==> src/rtl/fifo_arb_pkg.sv <==
// Shared types and helpers for the FIFO read-side round-robin arbiter.
//   arb_state_t : arbiter FSM encoding (IDLE, BURST)
//   ch_width()  : channel index width, never narrower than one bit
package fifo_arb_pkg;

    typedef enum logic {
        IDLE  = 1'b0,
        BURST = 1'b1
    } arb_state_t;

    function automatic int ch_width(input int n);
        if (n <= 1) begin
            return 1;
        end
        return $clog2(n);
    endfunction

endpackage

==> src/rtl/fifo_read_interface_arbiter_rr_next_select.sv <==
// Rotating priority finder: reports the first set request bit at or after
// start_i, wrapping past the top back to bit 0.
//   req_i   : request vector, one bit per channel
//   start_i : index scanned first
//   found_o : at least one request bit is set
//   idx_o   : index of the winning request (0 when nothing is found)
module rr_next_select #(
    parameter int N = 4,
    parameter int W = 2
) (
    input  logic [N-1:0] req_i,
    input  logic [W-1:0] start_i,
    output logic         found_o,
    output logic [W-1:0] idx_o
);

    // Walk offsets from farthest to nearest so the nearest hit is written last.
    always_comb begin
        found_o = 1'b0;
        idx_o   = '0;
        for (int i = N - 1; i >= 0; i--) begin
            if (req_i[(int'(start_i) + i) % N]) begin
                found_o = 1'b1;
                idx_o   = W'((int'(start_i) + i) % N);
            end
        end
    end

endmodule

==> src/rtl/fifo_read_interface_arbiter.sv <==
// N-to-1 round-robin merge of first-word-fall-through FIFO read ports into a
// single FWFT read port, with the source channel tagged on every word and a
// per-grant burst limit.
//   clock, reset    : clock; asynchronous active-low reset
//   up_rd_data      : head word of each upstream FIFO, channel i at [i*DATA_WIDTH +: DATA_WIDTH]
//   up_empty        : per-channel upstream empty
//   up_rd_en        : per-channel upstream pop (at most one bit high)
//   dn_rd_data      : held output word
//   dn_channel      : source channel of the held word
//   dn_empty        : no word held
//   dn_almost_empty : a word is held and every upstream FIFO is empty
//   dn_rd_en        : downstream pop
//
// state | meaning
// IDLE  | no grant active; next load scans from cur+1
// BURST | channel cur granted, burst_cnt words taken in this grant
module fifo_read_interface_arbiter
    import fifo_arb_pkg::*;
#(
    parameter int DATA_WIDTH   = 32,
    parameter int NUM_CHANNELS = 4,
    parameter int BURST_MAX    = 16,
    parameter int CH_W         = ch_width(NUM_CHANNELS)
) (
    input  logic                             clock,
    input  logic                             reset,
    input  logic [NUM_CHANNELS*DATA_WIDTH-1:0] up_rd_data,
    input  logic [NUM_CHANNELS-1:0]          up_empty,
    output logic [NUM_CHANNELS-1:0]          up_rd_en,
    output logic [DATA_WIDTH-1:0]            dn_rd_data,
    output logic [CH_W-1:0]                  dn_channel,
    output logic                             dn_empty,
    output logic                             dn_almost_empty,
    input  logic                             dn_rd_en
);

    localparam int              BC_W      = $clog2(BURST_MAX + 1);
    localparam logic [CH_W-1:0] LAST_CH   = CH_W'(NUM_CHANNELS - 1);
    localparam logic [BC_W-1:0] BURST_LIM = BC_W'(BURST_MAX);

    logic                  valid_q, valid_d;
    logic [DATA_WIDTH-1:0] data_q, data_d;
    logic [CH_W-1:0]       chan_q, chan_d;
    logic [CH_W-1:0]       cur_q, cur_d;
    logic [BC_W-1:0]       burst_q, burst_d;
    arb_state_t            state_q, state_d;

    logic            pop;
    logic            load_slot;
    logic            cont_burst;
    logic            scan_found;
    logic [CH_W-1:0] scan_idx;
    logic [CH_W-1:0] scan_start;
    logic            sel_valid;
    logic [CH_W-1:0] sel;

    assign pop       = dn_rd_en & valid_q;
    assign load_slot = ~valid_q | pop;

    // cur itself is scanned last, so an expired burst with only cur pending
    // simply re-grants cur without a bubble.
    assign scan_start = (cur_q == LAST_CH) ? '0 : cur_q + 1'b1;
    assign cont_burst = (state_q == BURST) && !up_empty[cur_q] && (burst_q < BURST_LIM);

    rr_next_select #(
        .N (NUM_CHANNELS),
        .W (CH_W)
    ) u_rr_next_select (
        .req_i   (~up_empty),
        .start_i (scan_start),
        .found_o (scan_found),
        .idx_o   (scan_idx)
    );

    always_comb begin
        sel       = '0;
        sel_valid = 1'b0;
        up_rd_en  = '0;
        valid_d   = valid_q;
        data_d    = data_q;
        chan_d    = chan_q;
        cur_d     = cur_q;
        burst_d   = burst_q;
        state_d   = state_q;

        if (cont_burst) begin
            sel       = cur_q;
            sel_valid = 1'b1;
        end else if (scan_found) begin
            sel       = scan_idx;
            sel_valid = 1'b1;
        end

        // Arbitration only moves when the output slot can accept a word.
        if (load_slot) begin
            if (sel_valid) begin
                valid_d       = 1'b1;
                data_d        = up_rd_data[sel*DATA_WIDTH +: DATA_WIDTH];
                chan_d        = sel;
                cur_d         = sel;
                state_d       = BURST;
                burst_d       = cont_burst ? burst_q + 1'b1 : BC_W'(1);
                // Gated by reset so no upstream word is lost while in reset.
                up_rd_en[sel] = reset;
            end else begin
                state_d = IDLE;
                if (pop) begin
                    valid_d = 1'b0;
                end
            end
        end
    end

    always_ff @(posedge clock or negedge reset) begin
        if (!reset) begin
            valid_q <= 1'b0;
            data_q  <= '0;
            chan_q  <= '0;
            cur_q   <= LAST_CH;
            burst_q <= '0;
            state_q <= IDLE;
        end else begin
            valid_q <= valid_d;
            data_q  <= data_d;
            chan_q  <= chan_d;
            cur_q   <= cur_d;
            burst_q <= burst_d;
            state_q <= state_d;
        end
    end

    assign dn_rd_data      = data_q;
    assign dn_channel      = chan_q;
    assign dn_empty        = ~valid_q;
    assign dn_almost_empty = valid_q & (&up_empty);

endmodule
==> config.mk <==
export PLATFORM = sky130hd
export DESIGN_NAME = fifo_read_interface_arbiter
export DESIGN_NICKNAME = d
export VERILOG_FILES = /design/src/rtl/fifo_arb_pkg.sv /design/src/rtl/fifo_read_interface_arbiter_rr_next_select.sv /design/src/rtl/fifo_read_interface_arbiter.sv
export SDC_FILE = /design/constraint.sdc
export NUM_CORES = 1
export LEC_CHECK = 0
export CAP_MARGIN = 5
export CORE_UTILIZATION = 40
export CTS_CLUSTER_SIZE = 10
export DETAILED_ROUTE_END_ITERATION = 8
export MAX_ROUTING_LAYER = met4
export PLACE_DENSITY = 0.8
export SYNTH_ARGS = -nofsm -noshare
export SYNTH_HDL_FRONTEND = slang
export SYNTH_SLANG_ARGS = --single-unit
==> constraint.sdc <==
create_clock -name clock -period 4 [get_ports clock]
set_clock_uncertainty 0.05 [all_clocks]
set_input_delay 1.2 -clock clock [delete_from_list [all_inputs] [get_ports clock]]
set_output_delay 1.2 -clock clock [all_outputs]
set_load 0.005 [all_outputs]
==> flow_summary.json <==
{
  "grt_pass1_wl_um": 19700,
  "dp.cells": 703,
  "synth-seq-cells": 43,
  "layoutNonFillerInstCount": 711,
  "yosysTopAreaCellShare_pct": 28.9,
  "hold_path_depth": 2,
  "die_x_um": 96.2,
  "yosysUniqueCellTypes": 39,
  "hp-class": "flip-flop to flip-flop",
  "synth_flop_cell": "dfrtp_1",
  "worstSetupStartpointType": "primary input",
  "drt_pass1_iterations": 5,
  "diodes": 0,
  "finalSetupViolCount": 0,
  "endpoint_kind": "output port",
  "crit_chain": "dlygate4sd2_1 > mux2_4 > a2bb2oi_4 > nand2b_1 > nand2_1 > nor3_2 > dlygate4sd2_1",
  "clkSlewWorstSetupHoldPaths_ps": 80,
  "holdPathEnd": "dn_rd_data[29]$_DFFE_PN0P_",
  "tightest_slew_ps": 736,
  "synth_xor_area_share_pct": 0,
  "yosys-top-cells-area": "dfrtp_1 (29%), a211oi_1 (11%), o31ai_1 (6.8%)",
  "grt_pass1_vias": 3973,
  "gp_congestion": 0.880,
  "rrSetupSlack_ps": 1080,
  "cts_hold_buf": 0,
  "synth-simple-area-share_pct": 15.9,
  "synth.area.mux_share_pct": 0.917,
  "vias_per_cell": 6.06,
  "max_freq_ghz": 0.255,
  "ys_seq_area_share_pct": 30.4,
  "critPathKind": "primary input to output port",
  "grt_setup_unrepaired": "no",
  "required_ps": 2750,
  "cp.arrival_ps": 2680,
  "synth_top_family_by_area": "compound AO/OA/AOI/OAI gates",
  "start_util_pct": 42.3,
  "synth_edf_count": 0,
  "netlist_area_um2": 3550,
  "die_h_um": 96.2,
  "synth-adder-area-share_pct": 0.706,
  "rr_worst_depth": 8,
  "r2r_end": "dn_rd_data[20]$_DFFE_PN0P_",
  "drv_cap": 0,
  "grt_start_max_net_pins": 54,
  "synthCells": 446,
  "maxSlewViolCount": 0,
  "cellPowerDensity_nw_per_um2": 659,
  "final_util_pct": 66.4,
  "cts_setup_buffers": 0,
  "drt_iter0_drc": 237,
  "hp-start": "dn_rd_data[29]$_DFFE_PN0P_",
  "syn_to_final_growth_pct": 57.0,
  "cpPeakStageDelay_ps": 310,
  "dp_hpwl_um": 9130,
  "ios": 175,
  "max-clock-path-buffers": 2,
  "cts_buffers": 5,
  "htreeDepth": 2,
  "die_area_um2": 9240,
  "crit-reg2reg-launch": "cur_q[0]$_DFFE_PN1P_",
  "clock_sinks": 43,
  "synth_area_per_cell_um2": 7.95,
  "tritoncts": "done",
  "routed_wirelength_um": 13100,
  "yosys_warnings": 0,
  "cp_max_fo": 6,
  "p_leak_uw": 0.00229,
  "path_buf_inv": 2,
  "whs_ps": 432,
  "relSlewSlack_pct": 50.4,
  "clkLatencyLatePin_ps": 300,
  "postLayoutSetupSlackWorst_ps": 74.6,
  "min_period_over_period_pct": 98.1,
  "cts_root_buf": "clkbuf_8",
  "ir_drop_uv": 1140,
  "synth_compound_area_share_pct": 40.4,
  "overflow": 0,
  "rows": 33,
  "antenna_found_initial": 0,
  "dr_total_vias": 4307,
  "dp_slack_ps": -561,
  "ant_nets": 0,
  "cpMostUsedCell": "dlygate4sd2_1",
  "cp_top_family": "buffers and inverters",
  "finalHoldViolations": 0,
  "layout-drive-gt1-share_pct": 9.57,
  "coreArea_um2": 8380,
  "drc": 0,
  "async_flop_share_pct": 100,
  "status": "complete, no violations",
  "yosysTopAreaCell": "dfrtp_1",
  "io_buffers": 174,
  "syn-num-nets": 583,
  "layout.nets": 742,
  "crit_slowest_cell": "mux2_4",
  "ys_top_cells_by_count": "a211oi_1 (53), inv_1 (53), nand2_1 (53)",
  "grt_usage_pct": 28.2,
  "post_drt_wl_per_cell_um": 18.4,
  "period_needed_ps": 3930
}
metal layers:
layer | track usage (%) | share of wire (%) | vias up | routed length (um)
li1 | - | - | 2024 | -
met3 | 4.27 | 6.6 | 28 | 865
met4 | 7.59 | 2.0 | 0 | 263
met5 | - | 0 | - | 0
met1 | 35.8 | 43 | 2060 | 5640
met2 | 46.7 | 48 | 195 | 6320
final cells by class:
cell class | count | area [um^2]
Fill cell | 716 | 2810
Inverter | 53 | 199
Multi-Input combinational cell | 301 | 2150
Clock buffer | 6 | 72.6
Timing Repair Buffer | 201 | 1930
Clock inverter | 2 | 12.5
Tap cell | 105 | 131
Sequential cell | 43 | 1080
state kept, by name, summed over array words and instances (netlist names):
| register | flops |
|---|---|
| burst_q | 5 |
| valid_q | 1 |
| state_q | 1 |
| cur_q | 2 |
| dn_rd_data | 32 |
| dn_channel | 2 |
stage by stage:
step	cell area (um^2)	setup TNS [ps]	total power, uW
finish	5570	0	3670
global route	5570	0	3940
CTS	5560	0	3630
detailed placement	5420	-2220	3280
global placement	5420	-1930	3210
floorplan	3550	0	2330
worst max-delay path by stage:
stage	cells after the start	end	from
after floorplan	7	up_rd_en[0]	up_empty[3]
after global placement	6	up_rd_en[0]	up_empty[3]
after detailed placement	6	up_rd_en[1]	up_empty[3]
after CTS	7	up_rd_en[3]	up_empty[3]
after global routing	7	up_rd_en[2]	up_empty[2]
final	7	up_rd_en[2]	up_empty[2]
power by group:
part	leakage [uW]	total, uW	internal (uW)	switching [uW]
Clock	0.0000412	283	122	161
Sequential	0.000517	772	646	126
Combinational	0.00173	2610	1170	1450
Total	0.00229	3670	1940	1730
kinds of logic (layout without fill, tap and decap cells):
family	Yosys count	count (layout)
buf+inv	102	262
fa+ha+maj	2	2
mux	3	3
flops	43	43
simple gates	111	111
compound gates	185	185
repair_timing:
action                                  in CTS  in global routing
pin swaps                                    4                  0
endpoints found under the setup margin       5                  4
resized for setup                           23                  6
placed cells by master, fill, tap and decap left out, types with 2 or more instances in the layout:
cell type          n
dlygate4sd2_1      5
o21a_1             3
a21oi_1           16
nor2_1            10
nand3b_1           3
a2111oi_0         26
and4_1            12
o21ai_0            5
ha_1               2
a211oi_1          53
clkdlybuf4s50_1  165
o211ai_1           6
inv_1             53
a311oi_1           6
nand4_1            2
dfrtp_1           41
nand2b_1          15
clkbuf_8           5
o211a_1            6
o31ai_1           32
a221oi_1          26
dfstp_2            2
nor2_4             2
buf_4             26
clkbuf_2           2
nor3_2             4
nand2_1           52
worst min-delay path, cell delays in order (launching register included):
cell and delay (ps):
dfrtp_1 350, nand2_1 50, o31ai_1 50
No activity file was read; power rests on OpenSTA's default activity.
